**config.mk**
```make
export PLATFORM = sky130hd
export DESIGN_NAME = pc_module
export DESIGN_NICKNAME = d
export VERILOG_FILES = /design/src/rtl/pc_module.sv
export SDC_FILE = /design/constraint.sdc
export NUM_CORES = 1
export LEC_CHECK = 0
export ABC_CLOCK_PERIOD_IN_PS = 6240
export CAP_MARGIN = 20
export CORE_UTILIZATION = 30
export DETAILED_ROUTE_END_ITERATION = 8
export GPL_TIMING_DRIVEN = 0
export MAX_ROUTING_LAYER = met4
export PLACE_DENSITY_LB_ADDON = 0.08
export SETUP_SLACK_MARGIN = 0.3
export SKIP_CTS_REPAIR_TIMING = 1
export SLEW_MARGIN = 40
export SYNTH_ARGS = -nofsm -noshare
export SYNTH_HDL_FRONTEND = slang
export SYNTH_SLANG_ARGS = --single-unit
```
**constraint.sdc**
```tcl
create_clock -name clock -period 6.24 [get_ports clock]
set_clock_uncertainty 0.05 [all_clocks]
set_input_delay 1.248 -clock clock [delete_from_list [all_inputs] [get_ports clock]]
set_output_delay 1.248 -clock clock [all_outputs]
set_load 0.05 [all_outputs]
```
**src/rtl/pc_module.sv**
```systemverilog
// Program counter: one register and a next-PC mux over increment,
// PC-relative jump/branch and absolute return through R7.
module pc_module #(
  parameter logic [15:0] RESET_PC   = 16'd0,
  parameter logic [3:0]  PC_DEFAULT = 4'd0,
  parameter logic [3:0]  PC_IMM     = 4'd1,
  parameter logic [3:0]  PC_SGN_IMM = 4'd2,
  parameter logic [3:0]  PC_RET     = 4'd3
) (
  input  logic        clock,
  input  logic        reset,
  output logic [15:0] PC,
  input  logic [15:0] I_TypeImmediate,
  input  logic [15:0] J_TypeImmediate,
  input  logic [15:0] R7,
  input  logic [3:0]  sig_pc_src
);

  logic [15:0] pc_q;
  logic [15:0] pc_d;
  logic [15:0] pc_inc;
  logic [15:0] pc_jmp;
  logic [15:0] pc_br;

  logic sel_imm;
  logic sel_sgn;
  logic sel_ret;

  // Modulo-2^16 adds; offsets arrive sign-extended so plain add wraps right.
  assign pc_inc = pc_q + 16'd1;
  assign pc_jmp = pc_q + J_TypeImmediate;
  assign pc_br  = pc_q + I_TypeImmediate;

  assign sel_imm = (sig_pc_src == PC_IMM);
  assign sel_sgn = (sig_pc_src == PC_SGN_IMM);
  assign sel_ret = (sig_pc_src == PC_RET);

  always_comb begin
    pc_d = pc_inc;
    unique case (1'b1)
      sel_imm: pc_d = pc_jmp;
      sel_sgn: pc_d = pc_br;
      sel_ret: pc_d = R7;
      default: pc_d = pc_inc;
    endcase
  end

  always_ff @(posedge clock) begin
    if (reset) begin
      pc_q <= RESET_PC;
    end else begin
      pc_q <= pc_d;
    end
  end

  assign PC = pc_q;

endmodule

```
==> metrics <==
Critical Path, Cell by Cell=clkdlybuf4s50_1 > nor4b_2 > clkbuf_1 > a22oi_1 > ha_1 > a21oi_1 > o211ai_2 > o41ai_2 > o221ai_2 > xnor2_1 > a211oi_1; TritonCTS clock tree=yes; layout cell share with drive strength beyond 1=5.000%; Synth top area share=21.66%; clock power share=27.8%; Required @ worst endpoint=6.36 ns; # diodes=0; final std cells w/o fill=327; Final GP Congestion=0.8592; Layout Nets=331; setup violators final=0; Detailed Place HPWL=3.463 mm; DR iter-0 viols=73; Max Clock Freq=217.1 MHz; ys flop type=dfxtp_1; Mapped Cells=188; Crit Path Max Fanout=10; max reg flops=16; Unique masters post-synth=39; CTS Buf Count=3; switching share of power=33.77%; grt ovf=0; Post-DRT Antenna Nets=0; root buf cell=clkbuf_8; placed insts=323; most frequent cells in the layout=68 x clkdlybuf4s50_1, 21 x nand2_1, 16 x dfxtp_1, 16 x a21oi_1, 15 x ha_1; drt drc=0; fill cell count=498; final period utilization=73.82%; Clock Latency Late Sink=0.26 ns; Synth warnings=0; max cap viols=0; Util after Layout=48.66%; IO buf count=68; # rows=25; chip height=72.21 microns; IO Pins=70; largest area contributor in the netlist=dfxtp_1; share of flip-flops with an asynchronous set or reset=0%; storage element area=320.3 sq um; final setup TNS=0 ns; peak supply drop=0.07912 mV; clk sinks=16; Syn Nets=258; CP bufs+invs=2; WHS=0.5908 ns; synthesized area per cell=7.867 sq um; Tmin final=4.606 ns; final count of hold timing violations=0; relative slew slack=55.96%; vias per cell=4.988; status=finished clean; Pwr Density=152.6 nW/um^2; Switch Pwr=118.5 uW; slew at the pin with the worst max-slew slack=0.6589 ns; cell internal pwr=232.3 uW; most common cell after layout, fill and taps aside=clkdlybuf4s50_1; CP max-delay cell=nor4b_2; combinational power share=39.2%; RSZ-0062 raised after global routing=false; Clock Pin Slew Worst Setup and Hold Paths=0.07 ns; crit path kind=primary input to register; Die ar.=5214 sq um; CTS max path bufs=2; max incr delay on CP=0.65 ns; Die X=72.21 microns; via count=1631; Pins Over Slew Limit=0; crit-path leading delay family=compound AO/OA/AOI/OAI gates; GRT Util Overall=18.62%; Post-Route WL=4.368 mm; largest net degree at the start of global routing=11; EDFF count, synth=0; Critical Path End Type=register; area grow syn2layout=55.41%; Placeable Area=4723 sq um; Leak=0.0009124 uW; sequential area share after synthesis=21.66%; htree depth=1; Synth area leaders=dfxtp_1 22%, ha_1 13%, a22o_1 7.7%; HP Class=register to register; global-route wire length before repair=7.369 mm; CP Data Arrival Time=4.73 ns; footprint of the multi-input gates=1091 sq um; Detailed Routing Iterations Pass 1=4; initial antenna violation count=0; routed length per placed instance=13.36 microns; pre-CTS setup slack=1.356 ns; initial core utilization=31.31%; Cell Area, Synth=1479 sq um; vias in the first global route=1610; Setup WS post-layout=1.634 ns; FF+latch count, synth=16; share of power burned in registers=33.0%; crit path launch type=primary input
cells in the mapped netlist (6+ instances only):
cell type and number:
nand2_1 21, a21oi_1 16, dfxtp_1 16, ha_1 15, nor2_1 14, a22o_1 13
clkbuf_1 9, inv_1 9, nand3_1 9, o21ai_0 7, a211oi_1 6
worst register-to-register path: stages, from the launching register on:
cell and delay (ns):
dfxtp_1 0.33, ha_1 0.17, inv_1 0.05, fa_1 0.36
nand2b_1 0.21, a21oi_4 0.22, o221ai_2 0.13, nand2b_4 0.18
or4_1 0.50, nand4_1 0.10
metrics by stage:
stage               cell area, sq um  power, uW
finish                          2298      350.8
global route                    2298      373.3
CTS                             2298      355.4
detailed placement              2243      256.0
global placement                2243      256.0
floorplan                       1479      194.7
worst paths after layout:
| check | startpoint | end | slack [ns] | depth (start not counted) |
|---|---|---|---|---|
| min reg2reg | PC[15] | PC[15] | 0.59 | 3 |
| max | sig_pc_src[3] | PC[11] | 1.63 | 11 |
| max reg2reg | PC[0] | PC[12] | 3.87 | 9 |
| min | PC[15] | PC[15] | 0.59 | 3 |
metal layers:
| layer | global-route usage, % | up-vias | part of all wire (%) |
|---|---|---|---|
| li1 | - | 848 | - |
| met1 | 22.77 | 736 | 46 |
| met2 | 32.40 | 43 | 49 |
| met3 | 3.194 | 4 | 4.4 |
| met4 | 3.268 | 0 | 0.62 |
| met5 | - | - | 0 |
power by group through the flow:
| stage | Sequential [uW] | Combinational, uW | Clock [uW] |
|---|---|---|---|
| after floorplan | 147 | 47.2 | 0 |
| after global placement | 118 | 138 | 0 |
| after detailed placement | 118 | 138 | 0 |
| after CTS | 116 | 139 | 101 |
| after global routing | 117 | 150 | 106 |
| final | 116 | 138 | 97.6 |
kinds of logic after synthesis:
family	share of synthesized area, %
and+or+nand+nor	25.80
AOI/OAI and AO/OA	30.29
buffers and inverters	4.568
adders and majority gates	14.04
DFF	21.66
xor gates and xnor gates	2.961
muxes	0.6768
final cells by class:
type | instances | share of cell area, %
multi-input combinational | 154 | 47.47
timing repair buffer | 68 | 29.61
sequential | 16 | 13.94
tap | 67 | 3.647
clock buffer | 4 | 2.395
buffer | 9 | 1.470
inverter | 9 | 1.470
No activity file was read; power rests on OpenSTA's default activity.
